## config.mk

```make
export PLATFORM = sky130hd
export DESIGN_NAME = router_fsm
export DESIGN_NICKNAME = d
export VERILOG_FILES = /design/src/rtl/router_pkg.sv /design/src/rtl/router_fsm.sv
export SDC_FILE = /design/constraint.sdc
export NUM_CORES = 1
export LEC_CHECK = 0
export BUFFER_PORTS_ARGS = -buffer_cell sky130_fd_sc_hd__buf_2
export CAP_MARGIN = 20
export CORE_AREA = 2 2 39 41
export CTS_CLUSTER_SIZE = 40
export DETAILED_ROUTE_END_ITERATION = 8
export DIE_AREA = 0 0 41 43
export SLEW_MARGIN = 20
export SYNTH_ARGS = -nofsm -noshare
export SYNTH_HDL_FRONTEND = slang
export SYNTH_SLANG_ARGS = --single-unit
```

## constraint.sdc

```tcl
create_clock -name clk -period 2 [get_ports clk]
set_input_delay 0.3 -clock clk [delete_from_list [all_inputs] [get_ports clk]]
set_output_delay 0.3 -clock clk [all_outputs]
set_load 0.1 [all_outputs]
```

## src/rtl/router_pkg.sv

```systemverilog
// router_pkg: shared definitions for the 1x3 router ingress control.
//   - state_e     : 3-bit binary encoding of the eight FSM states
//   - ADDR0..2    : destination codes of the three output FIFOs
//   - ADDR_INVALID: destination code that is never routed
//   - sel_flag()  : picks the flag belonging to one destination
package router_pkg;

    localparam logic [1:0] ADDR0        = 2'd0;
    localparam logic [1:0] ADDR1        = 2'd1;
    localparam logic [1:0] ADDR2        = 2'd2;
    localparam logic [1:0] ADDR_INVALID = 2'd3;

    typedef enum logic [2:0] {
        DECODE_ADDRESS     = 3'd0,
        WAIT_TILL_EMPTY    = 3'd1,
        LOAD_FIRST_DATA    = 3'd2,
        LOAD_DATA          = 3'd3,
        FIFO_FULL_STATE    = 3'd4,
        LOAD_AFTER_FULL    = 3'd5,
        LOAD_PARITY        = 3'd6,
        CHECK_PARITY_ERROR = 3'd7
    } state_e;

    // Per-FIFO flag of destination a; the invalid code selects nothing.
    function automatic logic sel_flag(input logic [2:0] flags, input logic [1:0] a);
        case (a)
            ADDR0:   return flags[0];
            ADDR1:   return flags[1];
            ADDR2:   return flags[2];
            default: return 1'b0;
        endcase
    endfunction

endpackage

```

## src/rtl/router_fsm.sv

```systemverilog
// router_fsm: control FSM of the 1x3 router ingress path.
// Decodes the header destination, waits for the selected FIFO to drain,
// then steps the register datapath through header/payload loads, FIFO-full
// hold and parity capture/check, gating FIFO writes and stalling the source.
// Ports:
//   clk, rst (async, active low)
//   pktvalid, din          : source byte valid and destination field
//   fifofull               : full flag of the selected FIFO
//   fifoempty0..2          : empty flags of the three output FIFOs
//   softrst0..2            : read-timeout soft resets of the three FIFOs
//   paritydone, lowpktvalid: status from the register block
//   detectadd, lfdstate, ldstate, fullstate, lafstate : state strobes
//   rstintreg              : active-low clear of register internal flags
//   writeenbreg            : FIFO write enable
//   busy                   : source must hold its current byte
module router_fsm
    import router_pkg::*;
#(
    parameter int ADDRW = 2
) (
    input  logic             clk,
    input  logic             rst,
    input  logic             pktvalid,
    input  logic [ADDRW-1:0] din,
    input  logic             fifofull,
    input  logic             fifoempty0,
    input  logic             fifoempty1,
    input  logic             fifoempty2,
    input  logic             softrst0,
    input  logic             softrst1,
    input  logic             softrst2,
    input  logic             paritydone,
    input  logic             lowpktvalid,
    output logic             detectadd,
    output logic             lfdstate,
    output logic             ldstate,
    output logic             fullstate,
    output logic             lafstate,
    output logic             rstintreg,
    output logic             writeenbreg,
    output logic             busy
);

    state_e           state_q, state_d;
    logic [ADDRW-1:0] addr_q,  addr_d;

    logic [2:0] empty_vec;
    logic [2:0] softrst_vec;
    logic       hdr_valid;

    assign empty_vec   = {fifoempty2, fifoempty1, fifoempty0};
    assign softrst_vec = {softrst2, softrst1, softrst0};
    assign hdr_valid   = pktvalid && (din != ADDR_INVALID);

    always_ff @(posedge clk or negedge rst) begin
        if (!rst) begin
            state_q <= DECODE_ADDRESS;
            addr_q  <= '0;
        end else begin
            state_q <= state_d;
            addr_q  <= addr_d;
        end
    end

    always_comb begin
        state_d = state_q;
        addr_d  = addr_q;
        case (state_q)
            DECODE_ADDRESS: begin
                if (hdr_valid) begin
                    addr_d  = din;
                    state_d = sel_flag(empty_vec, din) ? LOAD_FIRST_DATA : WAIT_TILL_EMPTY;
                end
            end
            WAIT_TILL_EMPTY: begin
                if (sel_flag(empty_vec, addr_q)) state_d = LOAD_FIRST_DATA;
            end
            LOAD_FIRST_DATA: state_d = LOAD_DATA;
            LOAD_DATA: begin
                if (fifofull)       state_d = FIFO_FULL_STATE;
                else if (!pktvalid) state_d = LOAD_PARITY;
            end
            FIFO_FULL_STATE: begin
                if (!fifofull) state_d = LOAD_AFTER_FULL;
            end
            LOAD_AFTER_FULL: begin
                if (paritydone)       state_d = DECODE_ADDRESS;
                else if (lowpktvalid) state_d = LOAD_PARITY;
                else                  state_d = LOAD_DATA;
            end
            LOAD_PARITY: state_d = CHECK_PARITY_ERROR;
            CHECK_PARITY_ERROR: begin
                state_d = fifofull ? FIFO_FULL_STATE : DECODE_ADDRESS;
            end
            default: state_d = DECODE_ADDRESS;
        endcase
        // A read timeout on the FIFO this packet targets aborts the packet,
        // overriding whatever the state would otherwise do.
        if (state_q != DECODE_ADDRESS && sel_flag(softrst_vec, addr_q))
            state_d = DECODE_ADDRESS;
    end

    // Moore outputs; reset forces DECODE_ADDRESS asynchronously, so busy and
    // writeenbreg fall with rst. rstintreg also looks at rst directly.
    always_comb begin
        detectadd   = (state_q == DECODE_ADDRESS);
        lfdstate    = (state_q == LOAD_FIRST_DATA);
        ldstate     = (state_q == LOAD_DATA);
        fullstate   = (state_q == FIFO_FULL_STATE);
        lafstate    = (state_q == LOAD_AFTER_FULL);
        writeenbreg = (state_q == LOAD_DATA) || (state_q == LOAD_PARITY) ||
                      (state_q == LOAD_AFTER_FULL);
        busy        = (state_q != DECODE_ADDRESS) && (state_q != LOAD_DATA);
        rstintreg   = rst && (state_q != CHECK_PARITY_ERROR);
    end

endmodule

```

==> Implementation_results.wiki <==
{| class="wikitable"
! Metric !! Value
|-
| Result of the run || finished, final reports clean
|-
| Peak fanout along the critical path || 11
|-
| Crit path buffers/inverters || 2
|-
| Die Width || 41 um
|-
| Wire length of the first global-routing pass || 1.94 mm
|-
| Clock tree from TritonCTS || built
|-
| Overflow left after global routing || 0
|-
| Clock insertion delay at the later pin of the skew report || 240 ps
|-
| Final weighted congestion in routability-driven placement || 0.793
|-
| Main combinational cell family by area after synthesis || compound AO/OA/AOI/OAI gates
|-
| Type of element launching the critical path || flip-flop
|-
| Cell type group with the largest total delay on the critical path || flip-flops
|-
| Violation count after the first detailed-routing iteration || 8
|-
| Layout fillers || 137
|-
| Seq. cell area || about 130 um2
|-
| Path length in cells of the critical path || 3
|-
| Most instantiated cells after synthesis || sky130_fd_sc_hd__a21oi_1 (6), sky130_fd_sc_hd__nor2_1 (6), sky130_fd_sc_hd__dfrtp_1 (5), sky130_fd_sc_hd__o21ai_0 (5)
|-
| Data arrival, critical path || 1600 ps
|-
| Int Power || 0.492 mW
|-
| Maximum cell stage delay along the critical path || 610 ps
|-
| Total of max-cap violations || 0
|-
| Utilization of the core after routing || 0.486
|-
| Headroom to the max-slew limit || 0.678
|-
| Comb power frac || 0.699
|-
| Number of global-route vias before repair || 484
|-
| Initial Util || 0.348
|-
| Register area share after synthesis || 0.260
|-
| Routed WL per cell || 12.2 um
|-
| Total global-route track usage || 0.153
|-
| Antenna violations before repair || 0
|-
| Clock Skews || 2.32 ps
|-
| Share of the synthesized netlist area taken by xor and xnor gates || 0.0182
|-
| RSZ-0062 raised after global routing || false
|-
| Via density || roughly 5.2
|-
| Hold Worst Slack || 377 ps
|-
| Seq pwr share || 0.209
|-
| Leakage power figure || between 0.2 and 0.3 nW
|-
| Number of H-tree levels || 1
|-
| Average instance area after synthesis || 8.16 um2
|-
| Count of pins on the block boundary || 22
|-
| Mux share of post-synthesis cell area || 0.0623
|-
| Cell depth of the worst min-delay path || 2
|-
| Pins over their slew limit || 0
|-
| Cell with the largest stage delay on the worst path || sky130_fd_sc_hd__dfrtp_1
|-
| Cell breakdown of the critical path || inv_2 > nor3_2 > buf_2
|-
| Share of the cycle needed by the critical path after routing || 0.948
|-
| Synth Net Count || 73
|-
| Clock Pin Slew Worst Setup and Hold Paths || 50 ps
|-
| Number of CTS-inserted buffers || 3
|-
| Total vias in the final route || 509
|-
| Cell count after synthesis || 59
|-
| Worst vdd ir || 1370 uV
|-
| Number of sinks on the clock net || 5
|-
| Relative contribution of the clock network to total power || 0.093
|-
| Endpoints failing hold || 0
|-
| Die Area || approximately 1800 um2
|-
| Maximum number of pins on one net before global-route repair || 19
|-
| Shortest clock period the worst path allows after layout || ~1900 ps
|-
| Core Box Area || between 1000 and 1500 um2
|-
| Yosys Warn Count || 0
|-
| Endpoint required time on the critical path || approximately 1700 ps
|-
| Area growth, synth to finish || 39.5%
|-
| Critical path capture point type || primary output
|-
| Cell Pwr Density || 1880 nW/um2
|-
| Cell accounting for the most synthesized area || sky130_fd_sc_hd__dfrtp_1
|-
| Adder-cell share of the synthesized area || 0
|-
| Final Setup Violations || 0
|-
| Pre-antenna DRT Iters || 4
|-
| HPWL after DPL || 896 um
|-
| Rows || 14
|-
| Netlist cell types || 28
|-
| Number of buffers between clock root and the deepest sink || 2
|-
| Count of nets left with antenna violations after detail routing || 0
|-
| Die Ht || 43 um
|-
| Top_reg_cell synth || sky130_fd_sc_hd__dfrtp_1
|-
| CTS root buf || sky130_fd_sc_hd__clkbuf_4
|-
| Antenna diode count || 0
|-
| Area occupied by multi-input gates || 339 um2
|-
| Switch Pwr || 0.771 mW
|-
| Basic-gate share of the synthesized area counting and, or, nand and nor cells || 0.223
|-
| Peak Freq || 528 MHz
|-
| Number of design rule violations left after detail routing || 0
|-
| Share of layout cells above drive strength 1 || 0.457
|-
| Cell area after synthesis || ~480 um2
|-
| Leading post-synthesis cells by cell area || sky130_fd_sc_hd__dfrtp_1 (26%), sky130_fd_sc_hd__a21oi_1 (6.2%), sky130_fd_sc_hd__mux2i_1 (6.2%), sky130_fd_sc_hd__o22a_1 (5.5%), sky130_fd_sc_hd__o21ai_0 (5.2%)
|-
| Drt total wl || 1.18 mm
|-
| Kind of critical path || flip-flop to primary output
|-
| Nets || 96
|-
| Synthesized-area fraction occupied by ao, oa, aoi and oai cells || 0.338
|-
| Hold Path Class || input pin to flip-flop
|-
| Worst slew pin tran || 487 ps
|-
| Buffers inserted by post-CTS timing repair || 0
|-
| Share of total power consumed by net switching || 0.610
|-
| Synth top area share || 0.260
|-
| #FFs+latches synth || 5
|-
| Share of synthesized flip-flops with an asynchronous set or reset || 1.00
|-
| Number of input and output port buffers inserted || 21
|-
| Number of flops mapped to enable cells by yosys || 0
|-
| Reg2Reg Depth || 4
|}
==> worst register-to-register path: cells and delay by family, from the launching register on <==
kind / cells / cell delay, ps
compound gates: 3 / 420
simple gates: 1 / 640
flops: 1 / 530
==> sequential cells by signal, summed over array words and instances, names as in the netlist <==
register	flops
addr_q	2
state_q	3
==> cells in the final DEF, fill, tap and decap left out, types with 2 or more instances in the layout <==
cell type	instances
sky130_fd_sc_hd__buf_12	2
sky130_fd_sc_hd__nor2_1	4
sky130_fd_sc_hd__nor2_2	2
sky130_fd_sc_hd__o22a_1	3
sky130_fd_sc_hd__o21a_1	3
sky130_fd_sc_hd__buf_2	19
sky130_fd_sc_hd__clkbuf_4	3
sky130_fd_sc_hd__nand2_1	3
sky130_fd_sc_hd__dfrtp_1	4
sky130_fd_sc_hd__a21oi_1	5
sky130_fd_sc_hd__nand3b_1	3
sky130_fd_sc_hd__mux2i_1	3
sky130_fd_sc_hd__o21ai_0	5
sky130_fd_sc_hd__a21oi_2	2
==> power groups by stage <==
stage                     clock, mW  combinational, mW  sequential, mW
after CTS                     0.124              0.884           0.260
after global routing          0.129              0.929           0.277
after floorplan                   0              0.834           0.173
final                         0.117              0.883           0.264
after detailed placement          0              0.884           0.258
after global placement            0              0.878           0.259
==> metrics by stage <==
stage	TNS, ps	power, mW	worst slack (ps)	std cells	cell area, um2
CTS	0	1.27	42.0	97	671
global route	0	1.33	9.89	97	672
global placement	0	1.14	328	92	634
finish	0	1.26	105	97	672
floorplan	-864	1.01	-334	59	512
detailed placement	0	1.14	304	92	634
==> timing repair <==
item,CTS,global route
setup endpoints to repair,0,2
resized for setup,0,1
hold buffers,1,0
endpoints found under the hold margin,5,0
==> metal layers <==
layer  vias to the layer above  share of wire  GRT usage
met1                       229           0.47      0.228
met4                         0         0.0034     0.0600
li1                        262              -          -
met2                        16           0.49      0.222
met3                         2          0.039    0.00524
met5                         -              0          0
==> cells by family after synthesis <==
logic type,count (synthesis)
AOI/OAI and AO/OA,24
xor gates and xnor gates,1
buffers and inverters,7
DFF,5
muxes,3
and+or+nand+nor,19
==> area by class of cell <==
cell class / count / share of cell area
Tap cell: 16 / 0.0298
Multi-Input combinational cell: 47 / 0.505
Clock buffer: 4 / 0.0391
Timing Repair Buffer: 23 / 0.227
Inverter: 2 / 0.0112
Sequential cell: 5 / 0.188
==> path summary, 6_finish.rpt <==
check | start | to | slack, ps
worst max-delay path | state_q[2] | fullstate | 100
worst min-delay path | din[0] | addr_q[0] | 380
worst max register to register | state_q[2] | state_q[1] | 310
worst min register to register | addr_q[0] | addr_q[0] | 610
max in group asynchronous | rst | state_q[1] | 1420
min in group asynchronous | rst | addr_q[1] | 420
Power figures use the tool's default switching activity.
